**src/rtl/regfile_pkg.sv**
```systemverilog
// Shared widths, the zero-register address and the read-bus field extractor
// for the multi-port register file.
package regfile_pkg;

    localparam int DATA_W_DEF = 32;
    localparam int ADDR_W_DEF = 5;
    localparam int MAX_ADDR_W = 16;
    localparam int MAX_RD     = 4;
    localparam int RD_BUS_W   = MAX_RD * MAX_ADDR_W;

    localparam int unsigned ZERO_ADDR = 0;

    // Field k of width w from a packed bus, zero-extended into 32 bits.
    function automatic logic [31:0] port_field(input logic [RD_BUS_W-1:0] bus,
                                               input int unsigned k,
                                               input int unsigned w);
        logic [RD_BUS_W-1:0] sh;
        sh = bus >> (k * w);
        return 32'(sh) & ((32'd1 << w) - 32'd1);
    endfunction

endpackage

```
**src/rtl/regfile_scoreboard.sv**
```systemverilog
// Per-register busy bits: alloc sets, writeback clears, alloc wins on a tie.
// Also provides the per-read-port busy lookup and a registered any_busy.
module regfile_scoreboard
    import regfile_pkg::*;
#(
    parameter int DEPTH    = 32,
    parameter int ADDR_W   = ADDR_W_DEF,
    parameter int NUM_RD   = 2,
    parameter int BYPASS   = 1,
    parameter int ZERO_REG = 1
) (
    input  logic                     clk,
    input  logic                     rst,
    input  logic [NUM_RD*ADDR_W-1:0] rd_addr,
    input  logic                     alloc_en,
    input  logic [ADDR_W-1:0]        alloc_addr,
    input  logic                     clr0_en,
    input  logic [ADDR_W-1:0]        clr0_addr,
    input  logic                     clr1_en,
    input  logic [ADDR_W-1:0]        clr1_addr,
    output logic [NUM_RD-1:0]        rd_busy,
    output logic                     any_busy
);

    logic [DEPTH-1:0] busy_q, busy_d;
    logic             any_busy_q, any_busy_d;
    logic             alloc_act;

    assign alloc_act = alloc_en &&
                       !((ZERO_REG != 0) && (alloc_addr == ADDR_W'(ZERO_ADDR)));

    always_comb begin
        busy_d = busy_q;
        if (clr0_en) busy_d[clr0_addr] = 1'b0;
        if (clr1_en) busy_d[clr1_addr] = 1'b0;
        // Applied last so a same-cycle allocation survives the writeback clear.
        if (alloc_act) busy_d[alloc_addr] = 1'b1;
        any_busy_d = |busy_d;
    end

    always_ff @(posedge clk or posedge rst) begin
        if (rst) begin
            busy_q     <= '0;
            any_busy_q <= 1'b0;
        end else begin
            busy_q     <= busy_d;
            any_busy_q <= any_busy_d;
        end
    end

    assign any_busy = any_busy_q;

    for (genvar k = 0; k < NUM_RD; k++) begin : g_rd
        logic [ADDR_W-1:0] ra;
        logic              wr_hit;
        logic              is_zero;

        assign ra      = ADDR_W'(port_field(RD_BUS_W'(rd_addr), k, ADDR_W));
        assign is_zero = (ZERO_REG != 0) && (ra == ADDR_W'(ZERO_ADDR));
        // A writeback in flight releases the register early unless it is re-allocated now.
        assign wr_hit  = (BYPASS != 0) &&
                         ((clr0_en && clr0_addr == ra) || (clr1_en && clr1_addr == ra)) &&
                         !(alloc_en && alloc_addr == ra);
        assign rd_busy[k] = busy_q[ra] && !wr_hit && !is_zero;
    end

endmodule

```
**src/rtl/regfile_mp.sv**
```systemverilog
// Multi-port register file: NUM_RD combinational reads, two prioritised write
// ports, optional write-to-read bypass, optional hardwired zero register.
module regfile_mp
    import regfile_pkg::*;
#(
    parameter int DATA_W   = DATA_W_DEF,
    parameter int DEPTH    = 32,
    parameter int ADDR_W   = ADDR_W_DEF,
    parameter int NUM_RD   = 2,
    parameter int BYPASS   = 1,
    parameter int ZERO_REG = 1
) (
    input  logic                     clk,
    input  logic                     rst,
    input  logic [NUM_RD*ADDR_W-1:0] rd_addr,
    output logic [NUM_RD*DATA_W-1:0] rd_data,
    output logic [NUM_RD-1:0]        rd_busy,
    input  logic                     we0,
    input  logic [ADDR_W-1:0]        waddr0,
    input  logic [DATA_W-1:0]        wdata0,
    input  logic                     we1,
    input  logic [ADDR_W-1:0]        waddr1,
    input  logic [DATA_W-1:0]        wdata1,
    input  logic                     alloc_en,
    input  logic [ADDR_W-1:0]        alloc_addr,
    output logic                     any_busy
);

    logic [DEPTH-1:0][DATA_W-1:0] mem_q, mem_d;
    logic                         wr0_act, wr1_act;

    // Writes are squashed under reset so nothing is bypassed or cleared then.
    assign wr0_act = we0 && !rst &&
                     !((ZERO_REG != 0) && (waddr0 == ADDR_W'(ZERO_ADDR)));
    assign wr1_act = we1 && !rst &&
                     !((ZERO_REG != 0) && (waddr1 == ADDR_W'(ZERO_ADDR)));

    always_comb begin
        mem_d = mem_q;
        if (wr0_act) mem_d[waddr0] = wdata0;
        if (wr1_act) mem_d[waddr1] = wdata1;
    end

    always_ff @(posedge clk or posedge rst) begin
        if (rst) mem_q <= '0;
        else     mem_q <= mem_d;
    end

    for (genvar k = 0; k < NUM_RD; k++) begin : g_rd
        logic [ADDR_W-1:0] ra;
        logic [DATA_W-1:0] rv;

        assign ra = ADDR_W'(port_field(RD_BUS_W'(rd_addr), k, ADDR_W));

        always_comb begin
            rv = mem_q[ra];
            if (BYPASS != 0) begin
                if (wr1_act && waddr1 == ra)      rv = wdata1;
                else if (wr0_act && waddr0 == ra) rv = wdata0;
            end
            if ((ZERO_REG != 0) && (ra == ADDR_W'(ZERO_ADDR))) rv = '0;
        end

        assign rd_data[k*DATA_W +: DATA_W] = rv;
    end

    regfile_scoreboard #(
        .DEPTH   (DEPTH),
        .ADDR_W  (ADDR_W),
        .NUM_RD  (NUM_RD),
        .BYPASS  (BYPASS),
        .ZERO_REG(ZERO_REG)
    ) u_sb (
        .clk       (clk),
        .rst       (rst),
        .rd_addr   (rd_addr),
        .alloc_en  (alloc_en && !rst),
        .alloc_addr(alloc_addr),
        .clr0_en   (wr0_act),
        .clr0_addr (waddr0),
        .clr1_en   (wr1_act),
        .clr1_addr (waddr1),
        .rd_busy   (rd_busy),
        .any_busy  (any_busy)
    );

endmodule

```
**config.mk**
```make
export PLATFORM = sky130hd
export DESIGN_NAME = regfile_mp
export DESIGN_NICKNAME = d
export VERILOG_FILES = /design/src/rtl/regfile_pkg.sv /design/src/rtl/regfile_scoreboard.sv /design/src/rtl/regfile_mp.sv
export SDC_FILE = /design/constraint.sdc
export NUM_CORES = 2
export LEC_CHECK = 0
export BUFFER_PORTS_ARGS = -buffer_cell sky130_fd_sc_hd__buf_2
export CORE_UTILIZATION = 55
export CTS_BUF_LIST = sky130_fd_sc_hd__clkbuf_16
export DETAILED_ROUTE_END_ITERATION = 8
export PLACE_DENSITY = 0.74
export REMOVE_ABC_BUFFERS = 1
export SYNTH_ARGS = -nofsm -noshare
export SYNTH_HDL_FRONTEND = slang
export SYNTH_SLANG_ARGS = --single-unit
```
**constraint.sdc**
```tcl
create_clock -name clk -period 31.2 [get_ports clk]
set_clock_uncertainty 0.15 [all_clocks]
set_input_delay 1.56 -clock clk [delete_from_list [all_inputs] [get_ports clk]]
set_output_delay 1.56 -clock clk [all_outputs]
set_load 0.1 [all_outputs]
```
======== Yosys cells after proc, flatten, opt, wreduce, memory -nomap -nowiden ========
Cells that the tools add are included.
W data, S select, Z words.
storage, ports and cells
  bits in registers ....................... 1057
  input port bits ......................... 94
  output and inout port bits .............. 67
  word-level logic and storage cells ...... 123
cells by class
  order comparisons ....................... 8
  eq/ne operators ......................... 6
  muxes and demuxes ....................... 31
  bitwise operators ....................... 5
  reduce and logical (&&, ||, !) cells .... 39
operator list
  cell                  count
  $bwmux W1024          2
  $mux W1024            2
  $mux W32              13
  $bmux W32 S5          2
  $demux W32 S5         2
  $and A32 B32 Y32      2
  $not A32 Y32          2
  $or A32 B32 Y32       1
  $reduce_or A32 Y1     1
  $eq A5 B5 Y1          6
  $lt A5 B6 Y1 const B  5
  $logic_not A5 Y1      5
  $logic_and A1 B1 Y1   21
  $demux W1 S5          3
  $ge A5 B1 Y1 const B  3
  $bmux W1 S5           2
  $logic_not A1 Y1      10
  $mux W1               5
  $logic_or A1 B1 Y1    2

======== Depth between registers and ports, before layout ========
  depth in word-level cells ............... 12
  gate-level depth with buffers ........... 10
  depth with buffers taken out ............ 6

======== Cells and area by module ========
A second synthesis with hierarchy kept.
unflattened totals
  cells, all modules ...................... 6558
  area, all modules ....................... 67604.8 um^2
modules (own cells, without submodules)
  module              times used  cells each  area an instance (um^2)  sequential area each (um^2)
  regfile_mp          1           6303        64857.2                  25624.6
  regfile_scoreboard  1           255         2747.6                   825.8

======== Least setup slack after synthesis ========
OpenSTA, ideal clock, no wires.
  kind .................................... input to output
  start ................................... in rd_addr[0]
  end ..................................... out rd_data[21]
  arrival time ............................ 5.603 ns
  data required time ...................... 29.490 ns
  path slack .............................. 23.887 ns
  cell stages on the path ................. 9
  buffers on the path ..................... 5
  path through ............................ clkbuf_1 -> buf_2 -> buf_2 -> buf_2 -> buf_1 -> mux2i_1 -> o221ai_1 -> o22ai_1 -> o21ai_0
between the ends
  cells in the longest elaborated chain, start to end .. 5
  elaborated cells on any way between the ends .. 10
  classes of those cells .................. eq/ne: 2; mux: 5; reduce/logical: 3
ends and longest elaborated chain
  what                                                                          RTL line                            text
  start: declaration                                                            regfile_mp.sv:15                    input logic [NUM_RD*ADDR_W-1:0] rd_addr,
  $bmux W32 S5 / $eq A5 B5 Y1 (equally long branches)                           regfile_mp.sv:56, regfile_mp.sv:59
  $mux W32 (not written as such) / $logic_and A1 B1 Y1 (equally long branches)  regfile_mp.sv:56, regfile_mp.sv:59
  $mux W32                                                                      regfile_mp.sv:59                    else if (wr0_act && waddr0 == ra) rv = wdata0;
  $mux W32                                                                      regfile_mp.sv:58                    if (wr1_act && waddr1 == ra) rv = wdata1;
  $mux W32 *                                                                    regfile_mp.sv:61                    if ((ZERO_REG != 0) && (ra == ADDR_W'(ZERO_ADDR))) rv = '0;
  end: declaration                                                              regfile_mp.sv:16                    output logic [NUM_RD*DATA_W-1:0] rd_data,
Every way passes the cells marked *; elsewhere a longest branch is shown, timed or not. The select of a mux whose other input is x is not followed.

======== Final worst setup path ========
  start ................................... in rd_addr[0]
  end ..................................... out rd_data[18]
Same word-level chain as after synthesis.

==> summary.md <==
| Metric | Value |
|---|---|
| Dominant synthesized flop cell | `dfrtp_1` |
| Drt first pass iters | `8` |
| Hold Buf Count CTS | `0` |
| Post-CTS Setup Repair Bufs | `0` |
| Synthesis Warnings | `0` |
| Max FO, Critical Path | `91` |
| LEAKAGE | `34.5 nW` |
| Worst rel slew slack | `17.3%` |
| Die height | `349 um` |
| Maximum clock rate | `0.132 GHz` |
| Max cap viols | `0` |
| Setup WS pre-CTS | `23840 ps` |
| Post-CTS Resized | `0` |
| DRT antenna net count | `0` |
| DR vias/cell | `7.17` |
| Kind of cell adding the most delay to the critical path | `buffers and inverters` |
| Post-synth cell types | `58` |
| PortBufs | `160` |
| Clk slew on worst S/H paths | `60 ps` |
| Period utilisation layout | `24.2%` |
| First-pass GRT wire length | `350000 um` |
| Core Rows | `126` |
| Power Total | `4.50 mW` |
| Worst path most repeated cell | `a21oi_1` |
| Synthesis-stage register bit count | `1057` |
| Final min period | `7550 ps` |
| Max clock buf depth | `3` |
| Critical-path cell list | `buf_8, buf_12, buf_4, mux4_2, a21oi_1, a21oi_1, o22ai_1, o21ai_0, buf_2` |
| Fill cell count | `9464` |
| Die area | `122000 sq um` |
| Starting Density | `55.7%` |
| Clk sinks | `1057` |
| Most numerous cell in the Yosys netlist | `mux2i_1` |
| TritonCTS clock tree | `yes` |
| CP bufs+invs | `4` |
| Unrepaired setup endpoints after global routing | `false` |
| Number of global-route vias before repair | `52300` |
| Post-synth top cells | `1150 x mux2i_1, 1057 x dfrtp_1, 798 x a21oi_1, 728 x nor2_1, 588 x clkbuf_1` |
| Largest net degree at the start of global routing | `194` |
| Core area | `119000 sq um` |
| Initial antenna violation count | `5` |
| Fraction of registers with async set/reset | `100%` |
| Routed via count | `53600` |
| Delay of the slowest cell on the worst path | `780 ps` |
| Final nets | `5876` |
| Routability Congestion | `0.914` |
| H-tree depth | `3` |
| Final setup fails | `0` |
| Endpoint class of the critical path | `primary output` |
| Largest cells by area after synthesis | `dfrtp_1 40%, mux4_2 18%, mux2i_1 17%` |
| Layout cells sized above 1 | `17.4%` |
| Worst hold-check path type | `reg2reg` |
| Pwr Density | `63.8 nW/um^2` |
| Mapped Area | `66200 sq um` |
| Max-slew violation count | `0` |
| WL/cell | `31.7 um` |
| Worst Path Arrival | `5840 ps` |
| Fin util | `59.5%` |
| Status | `complete, no violations` |
| Startpoint Class | `input port` |
| Final hold vios | `0` |
| Final TNS setup | `0 ps` |
| Area grow syn2layout | `6.72%` |
| Root Driver | `clkbuf_16` |
| Worst Path Class, Setup | `in2out` |
| Peak supply drop | `46.3 uV` |
| Worst R2R Path Depth | `4` |
| Cell count along the critical path | `9` |
| Sequential area share after synthesis | `40.0%` |
| Gr usage total | `39.0%` |
| Yosys top cell area share | `40.0%` |
| EDFF count, synth | `0` |
| Worst-Skew Late Latency | `730 ps` |
| Initial DRC Count | `8187` |
| CTS buffer count | `113` |
| Hold path depth | `0` |
| Die Wd | `349 um` |
| Area leader, netlist | `dfrtp_1` |
| Synthesized area per cell | `10.6 sq um` |
| Critical Path RT | `29490 ps` |
| Dpl hpwl | `123000 um` |
| Synth Instances | `6257` |
| # DRC | `0` |
| Worst setup margin | `23650 ps` |
| Routed WL | `237000 um` |
| Filler-free cell count of the finished design | `7483` |
| Worst slew pin tran | `1240 ps` |
| Placed cell count | `7267` |
| Ports | `161` |
| Grt total ovfl | `0` |
| Slowest stage cell on the critical path | `buf_4` |
registers in the layout, indices dropped and copies added, names as in the netlist:
| signal | cells |
|---|---|
| mem_q | 1024 |
| u_sb.busy_q | 32 |
| u_sb.any_busy | 1 |
logic make-up (layout without fill, tap and decap cells):
logic type             count (synthesis)  after routing  synth area share, %
AND/OR/NAND/NOR                     1233           1233                 7.44
multiplexers                        1686           1686                 35.6
buffers and inverters                843            464                 4.88
flip-flops                          1057           1057                 40.0
XOR/XNOR                              30             30                0.397
AO/OA/AOI/OAI                       1408           1408                 11.7
other                                  0              5                    0
worst register-to-register path: stages, from the launching register on:
cell and delay [ps]:
dfrtp_1 400, a32o_1 250, or4_1 580, or4b_1 470, or4_1 550
layout make-up:
cell class                      instances  area [sq um]  area share [%]
Multi-Input combinational cell       4357         37000            52.4
Sequential cell                      1057         26500            37.5
Clock buffer                          113          2830            4.00
Tap cell                             1600          2000            2.84
Timing Repair Buffer                  251          1600            2.27
Clock inverter                         98           721            1.02
Inverter                                2          15.0          0.0213
Antenna cell                            5          12.5          0.0177
where the power goes:
group / total [mW] / leakage [nW] / switching, mW / internal, mW
logic: 1.20 / 19.4 / 0.612 / 0.589
registers: 1.97 / 13.2 / 0.268 / 1.70
clock network: 1.33 / 1.84 / 0.595 / 0.737
total: 4.50 / 34.5 / 1.47 / 3.03
final timing paths:
path | from | to | slack (ps)
min in group asynchronous | rst | u_sb.busy_q[7] | 940
min | mem_q[1] | mem_q[1] | 250
max | rd_addr[0] | rd_data[18] | 23650
min reg2reg | mem_q[1] | mem_q[1] | 250
max reg2reg | u_sb.busy_q[31] | u_sb.any_busy | 28660
max in group asynchronous | rst | mem_q[513] | 26700
per-layer routing:
layer  part of all wire [%]  wire length, um  global-route usage [%]
met1                     35            83300                    50.7
met3                     14            33000                    11.3
met5                  0.010               24                       0
met4                    7.7            18300                    25.0
met2                     43           103000                    57.2
stage by stage:
stage	instance area [sq um]	hold slack, ps
floorplan	62900	215
global placement	67100	226
detailed placement	67100	233
CTS	70600	246
global route	70600	258
finish	70600	246
placed cells by master (no fill, tap or decap), drive strengths merged, types with 3 or more instances in the layout:
cell type / instances
xor2: 20
nand2b: 4
or3: 4
nor3: 14
nand2: 422
a22oi: 62
a21oi: 798
o22ai: 62
nor4: 5
nor3b: 6
o21ai: 352
nor2b: 5
buf: 251
xnor2: 10
and3b: 6
inv: 31
nor2: 728
diode: 5
nand3b: 3
nor4b: 3
clkbuf: 113
a32o: 28
clkinv: 57
mux4: 535
mux2i: 1150
nand4b: 3
a31oi: 33
and2: 9
bufinv: 10
o221ai: 62
dfrtp: 1057
Note: power is estimated with default switching activity, not from simulation.
